==> config.mk <==
export PLATFORM = sky130hd
export DESIGN_NAME = branch_predictor_btb
export DESIGN_NICKNAME = d
export VERILOG_FILES = /design/src/rtl/bpu_pkg.sv /design/src/rtl/bpu_table.sv /design/src/rtl/branch_predictor_btb.sv
export SDC_FILE = /design/constraint.sdc
export NUM_CORES = 2
export LEC_CHECK = 0
export CAP_MARGIN = 20
export CELL_PAD_IN_SITES_DETAIL_PLACEMENT = 2
export CELL_PAD_IN_SITES_GLOBAL_PLACEMENT = 2
export CORE_ASPECT_RATIO = 1.1
export CORE_MARGIN = 2
export CORE_UTILIZATION = 39
export DETAILED_ROUTE_END_ITERATION = 8
export PLACE_DENSITY = 0.74
export SETUP_SLACK_MARGIN = 0.05
export SYNTH_ARGS = -nofsm -noshare
export SYNTH_HDL_FRONTEND = slang
export SYNTH_SLANG_ARGS = --single-unit
==> constraint.sdc <==
create_clock -name clk -period 6.9 [get_ports clk]
set_input_delay 2.07 -clock clk [delete_from_list [all_inputs] [get_ports clk]]
set_output_delay 2.07 -clock clk [all_outputs]
set_load 0.02 [all_outputs]
==> src/rtl/bpu_pkg.sv <==
// Shared definitions for the branch predictor: 2-bit counter encodings
// and the saturating counter update used by the BTB training path.
package bpu_pkg;

    localparam logic [1:0] CTR_SNT   = 2'b00;  // strongly not-taken
    localparam logic [1:0] CTR_WNT   = 2'b01;  // weakly not-taken
    localparam logic [1:0] CTR_WT    = 2'b10;  // weakly taken
    localparam logic [1:0] CTR_ST    = 2'b11;  // strongly taken
    localparam logic [1:0] CTR_RESET = CTR_WNT;

    // Saturating step: 11 stays 11 on taken, 00 stays 00 on not-taken.
    function automatic logic [1:0] sat_update(input logic [1:0] ctr, input logic taken);
        logic [1:0] nxt;
        nxt = ctr;
        if (taken) begin
            if (ctr != CTR_ST) nxt = ctr + 2'd1;
        end else begin
            if (ctr != CTR_SNT) nxt = ctr - 2'd1;
        end
        return nxt;
    endfunction

endpackage

==> src/rtl/bpu_table.sv <==
// BTB storage: ENTRIES x {valid, tag, target, 2-bit counter}.
// Two asynchronous read ports (lookup and update) and one write port.
// Entry fields and counters have separate indices so the counter array
// can be hashed with global history while tag/target stay PC-indexed.
module bpu_table
    import bpu_pkg::*;
#(
    parameter int ENTRIES = 16,
    parameter int IDX_W   = 4,
    parameter int TAG_W   = 26
) (
    input  logic             clk,
    input  logic             rst_n,
    // lookup read port
    input  logic [IDX_W-1:0] lk_idx_i,
    input  logic [IDX_W-1:0] lk_ctr_idx_i,
    output logic             lk_valid_o,
    output logic [TAG_W-1:0] lk_tag_o,
    output logic [31:0]      lk_target_o,
    output logic [1:0]       lk_ctr_o,
    // update read port
    input  logic [IDX_W-1:0] up_idx_i,
    input  logic [IDX_W-1:0] up_ctr_idx_i,
    output logic             up_valid_o,
    output logic [TAG_W-1:0] up_tag_o,
    output logic [1:0]       up_ctr_o,
    // write port
    input  logic             we_entry_i,
    input  logic             we_ctr_i,
    input  logic [IDX_W-1:0] wr_idx_i,
    input  logic [IDX_W-1:0] wr_ctr_idx_i,
    input  logic [TAG_W-1:0] wr_tag_i,
    input  logic [31:0]      wr_target_i,
    input  logic [1:0]       wr_ctr_i
);

    logic [ENTRIES-1:0] valid_q, valid_d;
    logic [TAG_W-1:0]   tag_q    [ENTRIES];
    logic [TAG_W-1:0]   tag_d    [ENTRIES];
    logic [31:0]        target_q [ENTRIES];
    logic [31:0]        target_d [ENTRIES];
    logic [1:0]         ctr_q    [ENTRIES];
    logic [1:0]         ctr_d    [ENTRIES];

    // Asynchronous reads return the pre-write contents (read-old).
    assign lk_valid_o  = valid_q[lk_idx_i];
    assign lk_tag_o    = tag_q[lk_idx_i];
    assign lk_target_o = target_q[lk_idx_i];
    assign lk_ctr_o    = ctr_q[lk_ctr_idx_i];
    assign up_valid_o  = valid_q[up_idx_i];
    assign up_tag_o    = tag_q[up_idx_i];
    assign up_ctr_o    = ctr_q[up_ctr_idx_i];

    // Next-state: a written entry always becomes valid with the new tag/target.
    always_comb begin
        valid_d  = valid_q;
        tag_d    = tag_q;
        target_d = target_q;
        ctr_d    = ctr_q;
        if (we_entry_i) begin
            valid_d[wr_idx_i]  = 1'b1;
            tag_d[wr_idx_i]    = wr_tag_i;
            target_d[wr_idx_i] = wr_target_i;
        end
        if (we_ctr_i) begin
            ctr_d[wr_ctr_idx_i] = wr_ctr_i;
        end
    end

    // Storage registers; async reset clears entries and sets weak not-taken.
    always_ff @(posedge clk or negedge rst_n) begin
        if (!rst_n) begin
            valid_q <= '0;
            for (int i = 0; i < ENTRIES; i++) begin
                tag_q[i]    <= '0;
                target_q[i] <= '0;
                ctr_q[i]    <= CTR_RESET;
            end
        end else begin
            valid_q  <= valid_d;
            tag_q    <= tag_d;
            target_q <= target_d;
            ctr_q    <= ctr_d;
        end
    end

endmodule

==> src/rtl/branch_predictor_btb.sv <==
// Direct-mapped BTB with 2-bit counters, combinational IF lookup and
// registered ID training, plus branch / mispredict performance counters.
// Optional gshare counter indexing is enabled by defining BPU_GSHARE_EN.
//
// Update interface: upd_valid_i qualifies all upd_* inputs for one cycle.
// There is no ready; the update is applied at the clock edge only when
// upd_valid_i=1 and stall_i=0. A stalled update is simply not applied.
module branch_predictor_btb
    import bpu_pkg::*;
#(
    parameter int ENTRIES = 16
`ifdef BPU_GSHARE_EN
    ,
    parameter int GHR_W   = $clog2(ENTRIES)
`endif
) (
    input  logic        clk,
    input  logic        rst_n,
    input  logic        stall_i,
    input  logic [31:0] lookup_pc_i,
    output logic        pred_taken_o,
    output logic [31:0] pred_target_o,
    input  logic        upd_valid_i,
    input  logic [31:0] upd_pc_i,
    input  logic        upd_taken_i,
    input  logic [31:0] upd_target_i,
    input  logic        upd_pred_taken_i,
`ifdef BPU_GSHARE_EN
    input  logic [GHR_W-1:0] upd_ghr_i,
`endif
    output logic        mispredict_o,
    output logic [31:0] perf_branches_o,
    output logic [31:0] perf_mispred_o
);

    localparam int IDX_W = $clog2(ENTRIES);
    localparam int TAG_W = 30 - IDX_W;

    logic [IDX_W-1:0] lk_idx, lk_ctr_idx, up_idx, up_ctr_idx;
    logic [TAG_W-1:0] lk_tag, up_tag;
    logic             lk_valid, up_valid;
    logic [TAG_W-1:0] lk_tag_rd, up_tag_rd;
    logic [31:0]      lk_target;
    logic [1:0]       lk_ctr, up_ctr;
    logic             lk_hit, up_hit, upd_en;
    logic             we_entry, we_ctr;
    logic [1:0]       wr_ctr;
    logic [31:0]      perf_branches_q, perf_branches_d;
    logic [31:0]      perf_mispred_q, perf_mispred_d;
    logic             unused_pc_lsbs;

    // Byte offset of the PC never selects an entry.
    assign unused_pc_lsbs = ^{lookup_pc_i[1:0], upd_pc_i[1:0]};

    assign lk_idx = lookup_pc_i[IDX_W+1:2];
    assign lk_tag = lookup_pc_i[31:IDX_W+2];
    assign up_idx = upd_pc_i[IDX_W+1:2];
    assign up_tag = upd_pc_i[31:IDX_W+2];
    assign upd_en = upd_valid_i & ~stall_i;

`ifdef BPU_GSHARE_EN
    logic [GHR_W-1:0] ghr_q, ghr_d;

    assign lk_ctr_idx = lk_idx ^ IDX_W'(ghr_q);
    assign up_ctr_idx = up_idx ^ IDX_W'(upd_ghr_i);

    // Global history shifts in each applied outcome.
    always_comb begin
        ghr_d = ghr_q;
        if (upd_en) ghr_d = {ghr_q[GHR_W-2:0], upd_taken_i};
    end

    // History register.
    always_ff @(posedge clk or negedge rst_n) begin
        if (!rst_n) ghr_q <= '0;
        else        ghr_q <= ghr_d;
    end
`else
    assign lk_ctr_idx = lk_idx;
    assign up_ctr_idx = up_idx;
`endif

    bpu_table #(
        .ENTRIES (ENTRIES),
        .IDX_W   (IDX_W),
        .TAG_W   (TAG_W)
    ) u_table (
        .clk          (clk),
        .rst_n        (rst_n),
        .lk_idx_i     (lk_idx),
        .lk_ctr_idx_i (lk_ctr_idx),
        .lk_valid_o   (lk_valid),
        .lk_tag_o     (lk_tag_rd),
        .lk_target_o  (lk_target),
        .lk_ctr_o     (lk_ctr),
        .up_idx_i     (up_idx),
        .up_ctr_idx_i (up_ctr_idx),
        .up_valid_o   (up_valid),
        .up_tag_o     (up_tag_rd),
        .up_ctr_o     (up_ctr),
        .we_entry_i   (we_entry),
        .we_ctr_i     (we_ctr),
        .wr_idx_i     (up_idx),
        .wr_ctr_idx_i (up_ctr_idx),
        .wr_tag_i     (up_tag),
        .wr_target_i  (upd_target_i),
        .wr_ctr_i     (wr_ctr)
    );

    assign lk_hit        = lk_valid & (lk_tag_rd == lk_tag);
    assign up_hit        = up_valid & (up_tag_rd == up_tag);
    assign pred_taken_o  = lk_hit & lk_ctr[1];
    assign pred_target_o = lk_hit ? lk_target : 32'd0;
    assign mispredict_o  = upd_valid_i & (upd_taken_i != upd_pred_taken_i);

    // Training decision: train on hit, allocate only on a taken miss.
    always_comb begin
        we_entry = 1'b0;
        we_ctr   = 1'b0;
        wr_ctr   = up_ctr;
        if (upd_en) begin
            if (up_hit) begin
                we_ctr   = 1'b1;
                wr_ctr   = sat_update(up_ctr, upd_taken_i);
                we_entry = upd_taken_i;
            end else if (upd_taken_i) begin
                we_entry = 1'b1;
                we_ctr   = 1'b1;
                wr_ctr   = CTR_WT;
            end
        end
    end

    // Performance counters advance once per applied update, wrapping at 2^32.
    always_comb begin
        perf_branches_d = perf_branches_q;
        perf_mispred_d  = perf_mispred_q;
        if (upd_en) begin
            perf_branches_d = perf_branches_q + 32'd1;
            if (mispredict_o) perf_mispred_d = perf_mispred_q + 32'd1;
        end
    end

    // Performance counter registers.
    always_ff @(posedge clk or negedge rst_n) begin
        if (!rst_n) begin
            perf_branches_q <= '0;
            perf_mispred_q  <= '0;
        end else begin
            perf_branches_q <= perf_branches_d;
            perf_mispred_q  <= perf_mispred_d;
        end
    end

    assign perf_branches_o = perf_branches_q;
    assign perf_mispred_o  = perf_mispred_q;

endmodule

[Yosys cells after proc, flatten, opt, wreduce, memory -nomap -nowiden]
Index checks and enable logic that the tools add are counted.
Widths: inputs -> output; s select.
Word-level totals
  bits in registers: 1040
  word-level logic and storage cells: 120
Cells by class
  $add $sub $neg: 4
  equal/unequal tests: 4
  reduce and logical (&&, ||, !) cells: 4
  bitwise gates (word level): 9
  $lt $le $gt $ge: 6
  muxes and demuxes: 42
Operators by type and width (count)
  $bwmux 512: 1
  $bwmux 416: 1
  $bmux 26 s4: 2
  $mux 26: 5
  $bmux 32 s4: 1
  $demux 32 s4: 1
  $mux 32: 4
  $demux 26 s4: 1
  $add 32x1->32 const B: 2
  $eq 26x26->1: 2
  $bwmux 32: 1
  $mux 2: 11
  $bmux 2 s4: 2
  $or 16x16->16: 1
  $ge 5x5->1 const B: 2
  $lt 4x5->1 const B: 2
  $not 4->5: 2
  $bmux 1 s4: 2
  $demux 2 s4: 1
  $mux 1: 8
  $and 1x1->1: 5
  $lt 5x1->1 const B: 1
  $demux 1 s4: 1
  $ge 4x1->1 const B: 1
  other kinds (8): 9

[Longest topological paths before layout]
  word-level depth: 10
  gate-level depth with buffers: 14

[Cells and area by module]
A second synthesis with hierarchy kept.
Second synthesis, totals
  cell total of the unflattened synthesis: 3296
  area, all modules: 50604.8 sq um
By module, submodules not included
  bpu_table: area an instance 46876.2 sq um, cells an instance 2930, times used 1, sequential area each 24443.4 sq um
  branch_predictor_btb: area an instance 3728.6 sq um, cells an instance 366, times used 1, sequential area each 1601.5 sq um

[Worst setup path before layout]
No wires, ideal clock.
  kind: in2out
  start point: input lookup_pc_i[2]
  end point: output pred_target_o[10]
  data arrival time: 5068 ps
  buffers on the path: 3
  path slack: -238 ps
  cell stages on the path: 10
  cells stage by stage: clkbuf_1 -> buf_1 -> mux4_2 -> mux4_2 -> xnor2_1 -> nand4_1 -> nor4_1 -> nand4_1 -> clkbuf_1 -> nor2b_1
On the way
  cells in the longest elaborated chain, start to end: 7
  elaborated cells on any way between the ends: 12
  those cells by class: 1 x eq/ne; 9 x mux; 2 x bitwise
RTL lines
  from (decl): line branch_predictor_btb.sv:20  | input logic [31:0] lookup_pc_i,
  $not 4->5 (not written as such): line bpu_table.sv:47, bpu_table.sv:48
  $bmux 26 s4: line bpu_table.sv:47  | assign lk_tag_o = tag_q[lk_idx_i];
  $mux 26 (not written as such) (2 in a row): line bpu_table.sv:47
  $eq 26x26->1: line branch_predictor_btb.sv:110  | assign lk_hit = lk_valid & (lk_tag_rd == lk_tag);
  $and 1x1->1: line branch_predictor_btb.sv:110
  $mux 32 (*): line branch_predictor_btb.sv:113  | assign pred_target_o = lk_hit ? lk_target : 32'd0;
  to (decl): line branch_predictor_btb.sv:22  | output logic [31:0] pred_target_o,
Every way passes the cells marked *; elsewhere a longest branch is shown, timed or not. The select of a mux whose other input is x is not followed.

[Worst setup path in the final report]
  start point: input lookup_pc_i[2]
  end point: output pred_target_o[12]
Same word-level chain as after synthesis.

==> metrics.json <==
{
  "post_drt_wl_per_cell_um": 29.92,
  "power_frac_seq_pct": 45.0,
  "clk_latency_ns": 0.75,
  "fp.dieH_um": 385.5,
  "postRouteAntennaNets": 0,
  "max-slew-margin-rel_pct": 22.90,
  "drt_first_pass_iters": 5,
  "worst_ep_required_time_ns": 4.83,
  "leakage_nw": 28.03,
  "critical_path.endpoint_type": "output pin",
  "synth.yosys.seq_area_share_pct": 50.47,
  "tritoncts_clock_tree": "yes",
  "fin_tns_setup_ns": -11.70,
  "syn-mean-instance-area_um2": 12.59,
  "first_global_vias": 40830,
  "gp_routability_congestion": 0.8912,
  "violated_checks": "setup timing",
  "fillCellCount": 12560,
  "ios": 200,
  "multi_input_area_um2": 24410,
  "num-nets-final": 4362,
  "p_switching_w": 0.004501,
  "power.switching_fraction_pct": 27.17,
  "grt_pass1_wl_um": 275700,
  "final_clock_period_utilization_by_the_worst_path_pct": 106.4,
  "area.growth.synth_to_final_pct": 17.85,
  "detailroute.via_count": 36060,
  "maxCapViolations": 0,
  "worst_slack_ns": -0.4388,
  "post-route-util_pct": 46.43,
  "synth.cells.most_frequent": "1024 x dfrtp_1, 1022 x nand2_1, 555 x mux2_2",
  "synth_async_sr_flop_share_pct": 100.0,
  "synth_seq_cells": 1040,
  "numPortBuffers": 195,
  "synth_edf_count": 0,
  "clockBufferDepth": 3,
  "route.final.wire_length_um": 183100,
  "yosysTopAreaCell": "dfrtp_1",
  "tightestPinTransition_ns": 1.156,
  "overall_power_after_layout_w": 0.01657,
  "drtIter0Drc": 2407,
  "hold_violations": 0,
  "status": "finished with violations",
  "clock_tree_root_buffer_cell": "clkbuf_16",
  "yosys_warnings": 0,
  "ctsHtreeMaxLevel": 3,
  "global_route.usage.total_pct": 27.45,
  "post_synth_instance_area_um2": 51600,
  "timing.final.max_slew_violations": 0,
  "setup-violations-final": 33,
  "final_hpwl_dp_um": 110600,
  "design.die.area_um2": 135200,
  "placeableCoreArea_um2": 131000,
  "power_per_cell_area_nw_per_um2": 272.4,
  "power_frac_comb_pct": 15.8,
  "grt_setup_unrepaired": "yes",
  "antenna_found_initial": 7,
  "cts-hold-fix-buffers": 0,
  "layout_cells_sized_above_1_pct": 33.38,
  "arrival_ns": 5.27,
  "final.setup_skew_ns": 0.03385,
  "synth_top_area_share_pct": 49.66,
  "critPathLaunchType": "primary input",
  "grt_overflow_total": 0,
  "synthesis.instances": 4098,
  "post_route_drc_violation_count": 0,
  "power.share.clock_pct": 39.2,
  "timing.hold.ws_ns": 0.4774,
  "power.ir.vdd_worst_uv": 203.7,
  "std_cell_rows": 139,
  "synth_net_count": 4202,
  "power.internal_w": 0.01207,
  "min_period_ns": 7.339,
  "highest_fanout_seen_on_the_critical_path": 8,
  "max_clock_freq_mhz": 136.3,
  "yosys_most_used_dff": "dfrtp_1",
  "total_clock_buffers_created_by_cts": 116,
  "vias_per_cell": 5.891,
  "regArea_um2": 26050,
  "synth.top_cells.by_area": "dfrtp_1 50%, mux4_2 17%, mux2_2 12%",
  "critical_setup_path_kind": "in -> out",
  "yosysUniqueCellTypes": 73,
  "worstHoldPathType": "reg -> reg",
  "yosysMostFrequentCell": "dfrtp_1",
  "initial_utilization_pct": 39.40,
  "clock-sinks": 1040,
  "chipWidth_um": 350.8,
  "clkSlewWorstSetupHoldPaths_ns": 0.05,
  "pin_count_of_the_biggest_net_entering_global_routing": 150
}
critical path, cell delays in order:
cell and delay (ns):
buf_16 0.14, buf_16 0.14, buf_12 0.11, mux4_2 0.48
mux4_2 0.54, xnor2_1 0.17, buf_4 0.16, nand4_1 0.18
nor4_4 0.34, nand4_1 0.16, buf_6 0.19, clkbuf_16 0.22
buf_6 0.14, nor2b_4 0.10, buf_6 0.12
state kept, by name, summed over array words and instances (netlist names):
name and cells:
u_table.target_q 512, u_table.tag_q 416, perf_branches_o 32, perf_mispred_o 32
u_table.ctr_q 32, u_table.valid_q 16
kinds of logic after synthesis:
group | after synthesis | share of synthesized area [%]
AND/OR/NAND/NOR | 1293 | 10.44
multiplexers | 1045 | 31.01
flip-flops | 1040 | 50.47
buffers and inverters | 364 | 3.077
AO/OA/AOI/OAI | 240 | 3.016
XOR/XNOR | 114 | 1.935
adder cells (fa/ha/maj) | 2 | 0.04849
metal layers:
metal	track usage, %	share of wire (%)	wire length (um)
met4	9.243	3.1	5736
met1	36.57	42	77070
met2	46.34	50	91630
met3	3.572	4.7	8650
met5	0	0.020	37
final timing paths:
| path | start | endpoint | slack (ns) | cells after the start |
|---|---|---|---|---|
| max | lookup_pc_i[2] | pred_target_o[12] | -0.44 | 15 |
| min | u_table.target_q[246]$_DFFE_PN0P_ | u_table.target_q[246]$_DFFE_PN0P_ | 0.48 | 2 |
| max reg2reg | u_table.tag_q[396]$_DFFE_PN0P_ | u_table.ctr_q[6]$_DFFE_PN1P_ | 3.16 | 11 |
| min reg2reg | u_table.target_q[246]$_DFFE_PN0P_ | u_table.target_q[246]$_DFFE_PN0P_ | 0.48 | 2 |
| max in group asynchronous | rst_n | u_table.target_q[453]$_DFFE_PN0P_ | 4.22 | 2 |
| min in group asynchronous | rst_n | u_table.tag_q[379]$_DFFE_PN0P_ | 1.29 | 1 |
per-stage QoR:
stage               worst slack [ns]  instances  area, um^2
floorplan                    0.05287       4098       51750
global placement              -1.087       5884       56250
detailed placement            -1.216       5884       56250
CTS                          -0.4792       6114       60550
global route                 -0.5532       6121       60810
finish                       -0.4388       6121       60810
power groups by stage:
stage               Combinational [W]  Clock, W  Sequential [W]
global placement              0.00246         0         0.00746
CTS                           0.00263   0.00663         0.00744
floorplan                     0.00170         0         0.00734
finish                        0.00262   0.00649         0.00745
detailed placement            0.00257         0         0.00753
global route                  0.00283   0.00686         0.00754
cell type report:
| class | count | area share, % |
|---|---|---|
| sequential | 1040 | 42.83 |
| clock buffer | 188 | 5.913 |
| clock inverter | 28 | 0.6543 |
| inverter | 22 | 0.1358 |
| multi-input combinational | 2694 | 40.14 |
| antenna | 3 | 0.01235 |
| tap | 1762 | 3.625 |
| timing repair buffer | 384 | 6.685 |
layout by cell type, fill, tap and decap left out, types with 7 or more instances in the layout:
cell type        netlist  routed
clkbuf_16              0     119
bufinv_16              0       7
a211oi_1              12       9
dfrtp_1             1024    1024
and3_1                13      13
clkdlybuf4s50_1        0     153
xnor2_1               68      67
nand4_1               27      27
clkbuf_8               0      40
clkbuf_1             229      32
nor4_1                12      10
nand2_1             1022    1012
buf_6                 17      39
a22oi_1               23      23
buf_4                  3     139
mux2_2               555     555
nand3_1               38      38
dfstp_2               16      16
nand2_4                0      10
o21ai_0              117     117
a31oi_1               10      10
nor2b_4                0      31
a21o_1                 7       7
nor2_1                53      47
nand2b_1              21      21
a22o_1                20      20
buf_12                 2      38
mux2i_1              100     100
mux4_2               387     387
a21oi_1               12      12
inv_1                 20      20
nor2b_1               46      13
xor2_1                46      46
nor3_1                29      22
clkinv_2               0      13
what timing repair did:
| item | CTS | global route |
|---|---|---|
| cloned | 3 | 1 |
| endpoints found under the setup margin | 33 | 33 |
| gates resized for setup | 205 | 51 |
| pin swaps | 2 | 1 |
| buffers inserted | 11 | 5 |
No activity file was read; power rests on OpenSTA's default activity.
